**src/rtl/mem_wb_stage_pkg.sv**
```systemverilog
// mem_wb_stage_pkg: load encodings, default widths and the writeback entry shared by the MEM/WB slice
package mem_wb_stage_pkg;
  localparam int XLEN_DEF = 32;
  localparam int RADDR_W_DEF = 5;
  localparam logic [2:0] F3_LB = 3'b000;
  localparam logic [2:0] F3_LH = 3'b001;
  localparam logic [2:0] F3_LW = 3'b010;
  localparam logic [2:0] F3_LD = 3'b011;
  localparam logic [2:0] F3_LBU = 3'b100;
  localparam logic [2:0] F3_LHU = 3'b101;
  localparam logic [2:0] F3_LWU = 3'b110;
  typedef struct packed {
    logic [RADDR_W_DEF-1:0] rd;
    logic regwrite;
    logic [XLEN_DEF-1:0] result;
    logic misalign;
  } wb_entry_t;
endpackage

```
**src/rtl/mem_wb_stage_load_extract.sv**
```systemverilog
// load_extract: picks the byte/half/word/double at the byte offset of an aligned memory word,
// sign- or zero-extends it and flags offsets not aligned to the access size
module load_extract
  import mem_wb_stage_pkg::*;
#(
  parameter int XLEN = XLEN_DEF,
  parameter int OFF_W = $clog2(XLEN / 8)
) (
  input  logic [2:0]       funct3,
  input  logic [OFF_W-1:0] offset,
  input  logic [XLEN-1:0]  rdata,
  output logic [XLEN-1:0]  data,
  output logic             misalign
);
  logic [2:0] f;
  logic [XLEN-1:0] sh;
  logic [63:0] s, ext;
  logic u;
  // Encodings the datapath cannot perform fall back to the natural word size
  assign f = (XLEN == 64) ? ((funct3 == 3'b111) ? F3_LD : funct3)
           : ((funct3[1:0] == 2'b11 || funct3 == F3_LWU) ? F3_LW : funct3);
  assign u = f[2];
  assign sh = rdata >> {offset, 3'b000};
  assign s = 64'(sh);
  assign ext = (f[1:0] == 2'b00) ? {{56{s[7] & ~u}}, s[7:0]}
             : (f[1:0] == 2'b01) ? {{48{s[15] & ~u}}, s[15:0]}
             : (f[1:0] == 2'b10) ? {{32{s[31] & ~u}}, s[31:0]}
             : s;
  assign data = ext[XLEN-1:0];
  assign misalign = (f[1:0] == 2'b01 && offset[0])
                  | (f[1:0] == 2'b10 && |offset[1:0])
                  | (f[1:0] == 2'b11 && |offset);
endmodule

```
**src/rtl/mem_wb_stage.sv**
```systemverilog
// mem_wb_stage: MEM->WB pipeline register with load extraction, valid/ready handshake,
// optional 2-entry skid buffer, flush, x0 write suppression and a forwarding tap
module mem_wb_stage
  import mem_wb_stage_pkg::*;
#(
  parameter int XLEN = XLEN_DEF,
  parameter int RADDR_W = RADDR_W_DEF,
  parameter bit SKID_EN = 1'b1
) (
  input  logic               clk,
  input  logic               reset,
  input  logic               flush,
  input  logic               in_valid,
  output logic               in_ready,
  input  logic [RADDR_W-1:0] in_rd,
  input  logic               in_regwrite,
  input  logic               in_memtoreg,
  input  logic [2:0]         in_funct3,
  input  logic [XLEN-1:0]    in_alu_result,
  input  logic [XLEN-1:0]    mem_rdata,
  output logic               out_valid,
  input  logic               out_ready,
  output logic [RADDR_W-1:0] wb_rd,
  output logic               wb_regwrite,
  output logic [XLEN-1:0]    wb_result,
  output logic               wb_misalign,
  output logic               fwd_valid,
  output logic [RADDR_W-1:0] fwd_rd,
  output logic [XLEN-1:0]    fwd_data
);
  localparam int OFF_W = $clog2(XLEN / 8);
  localparam logic [1:0] EMPTY = 2'd0;
  localparam logic [1:0] ONE = 2'd1;
  localparam logic [1:0] FULL = 2'd2;
  typedef struct packed {
    logic [RADDR_W-1:0] rd;
    logic regwrite;
    logic [XLEN-1:0] result;
    logic misalign;
  } entry_t;
  logic [1:0] state;
  entry_t cap, main, skid;
  logic [XLEN-1:0] ld_data;
  logic ld_mis, accept, drain, load_main, load_skid;
  load_extract #(.XLEN(XLEN), .OFF_W(OFF_W)) u_extract (
    .funct3  (in_funct3),
    .offset  (in_alu_result[OFF_W-1:0]),
    .rdata   (mem_rdata),
    .data    (ld_data),
    .misalign(ld_mis)
  );
  assign cap.rd = in_rd;
  assign cap.regwrite = in_regwrite;
  assign cap.misalign = in_memtoreg & ld_mis;
  assign cap.result = (in_memtoreg & ~ld_mis) ? ld_data : in_alu_result;
  assign out_valid = state != EMPTY;
  assign in_ready = ~reset & (SKID_EN ? state != FULL : out_ready | ~out_valid);
  assign accept = in_valid & in_ready;
  assign drain = out_valid & out_ready;
  // State doubles as the occupancy count, so main refills from skid whenever FULL drains
  assign load_main = (accept & (~out_valid | drain)) | (state == FULL & drain);
  assign load_skid = accept & out_valid & ~drain;
  always_ff @(posedge clk or posedge reset) begin
    if (reset) begin
      state <= EMPTY;
      main <= '0;
    end else if (flush) begin
      state <= EMPTY;
    end else begin
      state <= state + 2'(accept) - 2'(drain);
      if (load_main) main <= (state == FULL) ? skid : cap;
    end
  end
  generate
    if (SKID_EN) begin : g_skid
      always_ff @(posedge clk or posedge reset) begin
        if (reset) skid <= '0;
        else if (!flush && load_skid) skid <= cap;
      end
    end else begin : g_noskid
      assign skid = '0;
    end
  endgenerate
  assign wb_rd = out_valid ? main.rd : '0;
  assign wb_result = out_valid ? main.result : '0;
  assign wb_misalign = out_valid & main.misalign;
  assign wb_regwrite = out_valid & main.regwrite & |main.rd & ~main.misalign;
  assign fwd_valid = wb_regwrite;
  assign fwd_rd = wb_rd;
  assign fwd_data = wb_result;
endmodule

```
**config.mk**
```make
export PLATFORM = sky130hd
export DESIGN_NAME = mem_wb_stage
export DESIGN_NICKNAME = d
export VERILOG_FILES = /design/src/rtl/mem_wb_stage_pkg.sv /design/src/rtl/mem_wb_stage_load_extract.sv /design/src/rtl/mem_wb_stage.sv
export SDC_FILE = /design/constraint.sdc
export NUM_CORES = 1
export LEC_CHECK = 0
export CAP_MARGIN = 15
export CORE_AREA = 5 5 118 120
export CTS_BUF_LIST = sky130_fd_sc_hd__clkbuf_8
export DETAILED_ROUTE_END_ITERATION = 10
export DIE_AREA = 0 0 123 125
export PLACE_DENSITY = 0.7
export SLEW_MARGIN = 20
export SYNTH_ARGS = -nofsm -noshare
export SYNTH_HDL_FRONTEND = slang
export SYNTH_SLANG_ARGS = --single-unit
```
**constraint.sdc**
```tcl
create_clock -name clk -period 3 [get_ports clk]
set_input_delay 0.45 -clock clk [delete_from_list [all_inputs] [get_ports clk]]
set_output_delay 0.45 -clock clk [all_outputs]
set_load 0.01 [all_outputs]
```
==> reports/metrics.cfg <==
[min_path]
holdCritPathClass=flop to flop
worstHoldStart=main[7]$_DFFE_PP0P_
hold_end=main[7]$_DFFE_PP0P_
holdPathStages=1

[detailed_routing]
wl_per_cell_um=17.5
viasPerCell=5.27
drt_drc_violations_left=0
drt_iter0_drc=303
wirelength_um=14300
drtPass1Iterations=5
top_layer=met4
wl_met1_um=6110
wl_met2_um=6780
wl_met3_um=1050
via_count=4308
ant_nets=0

[logic_synthesis]
synth_warnings=0
synth.distinct_cells=46
synth_commonest_cells=dfrtp_1 (80), nand2_1 (72), nor2_1 (56)
netlist_instances=532
synthTopCellsByArea=dfrtp_1 (40%), mux2_2 (7.3%), buf_4 (5.8%), nand2_1 (5.3%), and2_1 (5.3%)
netlist.area_leader.share_pct=39.5
yosys.area.top_type=dfrtp_1
synth_seq_cells=80
synth-seq-area-share_pct=39.5
synth_nets=613
synth-main-ff-cell=dfrtp_1
yosysMostFrequentCell=dfrtp_1
synth_edf_count=0
syn_area_um2=5060
ys_async_sr_fraction_pct=100
avgSynthCellArea_um2=9.52

[floorplanning]
dieArea_um2=15400
boundaryPins=158
die_h_um=125
start_util_pct=39.3
die_w_um=123
design.core.area_um2=12900
rows=42

[critical_path]
r2r_slack_ns=0.73
worst-path-buf-inv=3
path_cells=nor2_1 > inv_1 > buf_4 > and2_1 > clkdlybuf4s50_1
crit_arrival_ns=2.11
timing.reg2reg.worst_path_depth=10
r2r-end=state[1]$_DFF_PP0_
path_delay_family=buffers and inverters
cpPeakStageDelay_ns=0.49
end_kind=output pin
crit_type=flop to output pin
cp-start-kind=flop
cp_slowest_cell=clkdlybuf4s50_1
r2r-start=state[0]$_DFF_PP0_
cp.required_ns=2.55
critPathMaxFanout=19

[sta]
period_needed_ns=2.56
finalCritPeriodShare_pct=85.3
rsz0062_at_grt=no
max_freq_mhz=391
fin_ws_ns=0.442
finalHoldWorstSlack_ns=0.473
final_max_slew_viol_count=0
fin_tns_setup_ns=0
tightest_slew_ns=0.784
finalSetupViolCount=0
final_hold_viol_count=0
slew_headroom_pct=47.7
fin_skew_ns=0.0156

[place]
preCtsSetupSlack_ns=0.239
port_buffers=157
place.gp.congestion=0.923
dp.cells=802
hpwl_um=11000

[clock_tree]
path_clk_slew_ns=0.08
post_cts_buffers=0
cts_max_level=3
cts.path.max_buffers=2
cts-buffers-inserted=9
cts-root-buf=clkbuf_8
cts_sinks=80
cts_hold_buf=0
cts_tree=yes
cts-resized-gates=0
clk_latency_ns=0.35

[pwr]
peakVddDrop_uv=354
p_total_mw=5.04
p_leak_nw=2.72
p_per_area_nw_per_um2=758

[finish]
n_fill_cell=1236
final_cells=818
area_growth_pct=31.3
antenna_cells=0
final_nets=718
drive_gt1_share_pct=13.7

[grt]
overflow=0
grt_usage_pct=18.7
antenna_found_initial=0
grt_pass1_vias=4460
grt_max_degree=56
grt_pass1_wl_um=23100

[status]
status=finished, final reports clean

[run]
drv_cap=0

==> where the power goes <==
part / switching [mW] / internal [mW]
combinational: 1.10 / 1.35
clock: 0.417 / 0.309
sequential: 0.300 / 1.56
total: 1.82 / 3.22
==> metal layers <==
| layer | GRT usage, % | vias to the layer above |
|---|---|---|
| met2 | 30.5 | 194 |
| met4 | 6.19 | 0 |
| met5 | 0 | - |
| met1 | 24.6 | 2057 |
| li1 | - | 2031 |
| met3 | 3.93 | 26 |
==> cells by family (layout without fill, tap and decap cells) <==
kind of cell	count (synthesis)	after routing	share of synthesized area, %
XOR/XNOR	2	2	0.346
AND/OR/NAND/NOR	190	190	17.8
flip-flops	80	80	39.5
multiplexers	57	57	13.6
AO/OA/AOI/OAI	117	117	16.9
adder cells (fa/ha/maj)	2	2	0.494
buffers and inverters	84	194	11.4
==> layout make-up <==
cell class	count	area [um2]	share of cell area, %
multi-input cells	368	2510	37.7
flip-flops and latches	80	2000	30.1
inverters	8	31.3	0.471
well taps	176	220	3.31
clock buffers	9	124	1.86
repair buffers	170	1710	25.7
clock inverters	7	55.1	0.828
==> state kept, by name, indices dropped and copies added, names as in the netlist <==
signal / flops
main: 39
skid: 39
state: 2
==> cells in the final DEF, fill, tap and decap left out, types with 8 or more instances in the layout <==
cell type,instances
a211oi_1,16
mux2i_1,18
mux2_2,33
a21oi_2,10
dfrtp_1,80
o21ai_0,24
nand2_1,72
o22ai_1,8
a21oi_1,19
nor2_1,56
a221o_1,17
o31ai_1,10
clkdlybuf4s50_1,157
and2_1,43
buf_4,10
clkbuf_8,9
==> worst max path at each step <==
stage	startpoint	depth (start not counted)	endpoint	slack (ns)
2_1_floorplan	reset	1	main[0]$_DFFE_PP0P_	0.50
3_3_place_gp	in_alu_result[0]	7	main[4]$_DFFE_PP0P_	0.27
3_5_place_dp	mem_rdata[31]	7	main[31]$_DFFE_PP0P_	0.24
4_1_cts	state[0]$_DFF_PP0_	5	fwd_data[17]	0.39
5_1_grt	state[0]$_DFF_PP0_	5	wb_result[20]	0.22
6_report	state[0]$_DFF_PP0_	5	wb_result[17]	0.44
==> worst reg2reg max path: stages (launching register included) <==
cell	delay [ns]
dfrtp_1	0.47
nor2_1	0.31
inv_1	0.10
buf_4	0.20
and2_1	0.18
ha_1	0.29
inv_1	0.06
ha_1	0.15
xor2_1	0.19
xnor2_1	0.15
nor2_1	0.06
==> metrics by stage <==
step	util, %	cell area (um2)
final	51.6	6650
after global routing	51.6	6650
after CTS	51.6	6650
after detailed placement	50.2	6470
after global placement	50.2	6470
after floorplan	-	5060
(Power assumes the default switching activity.)
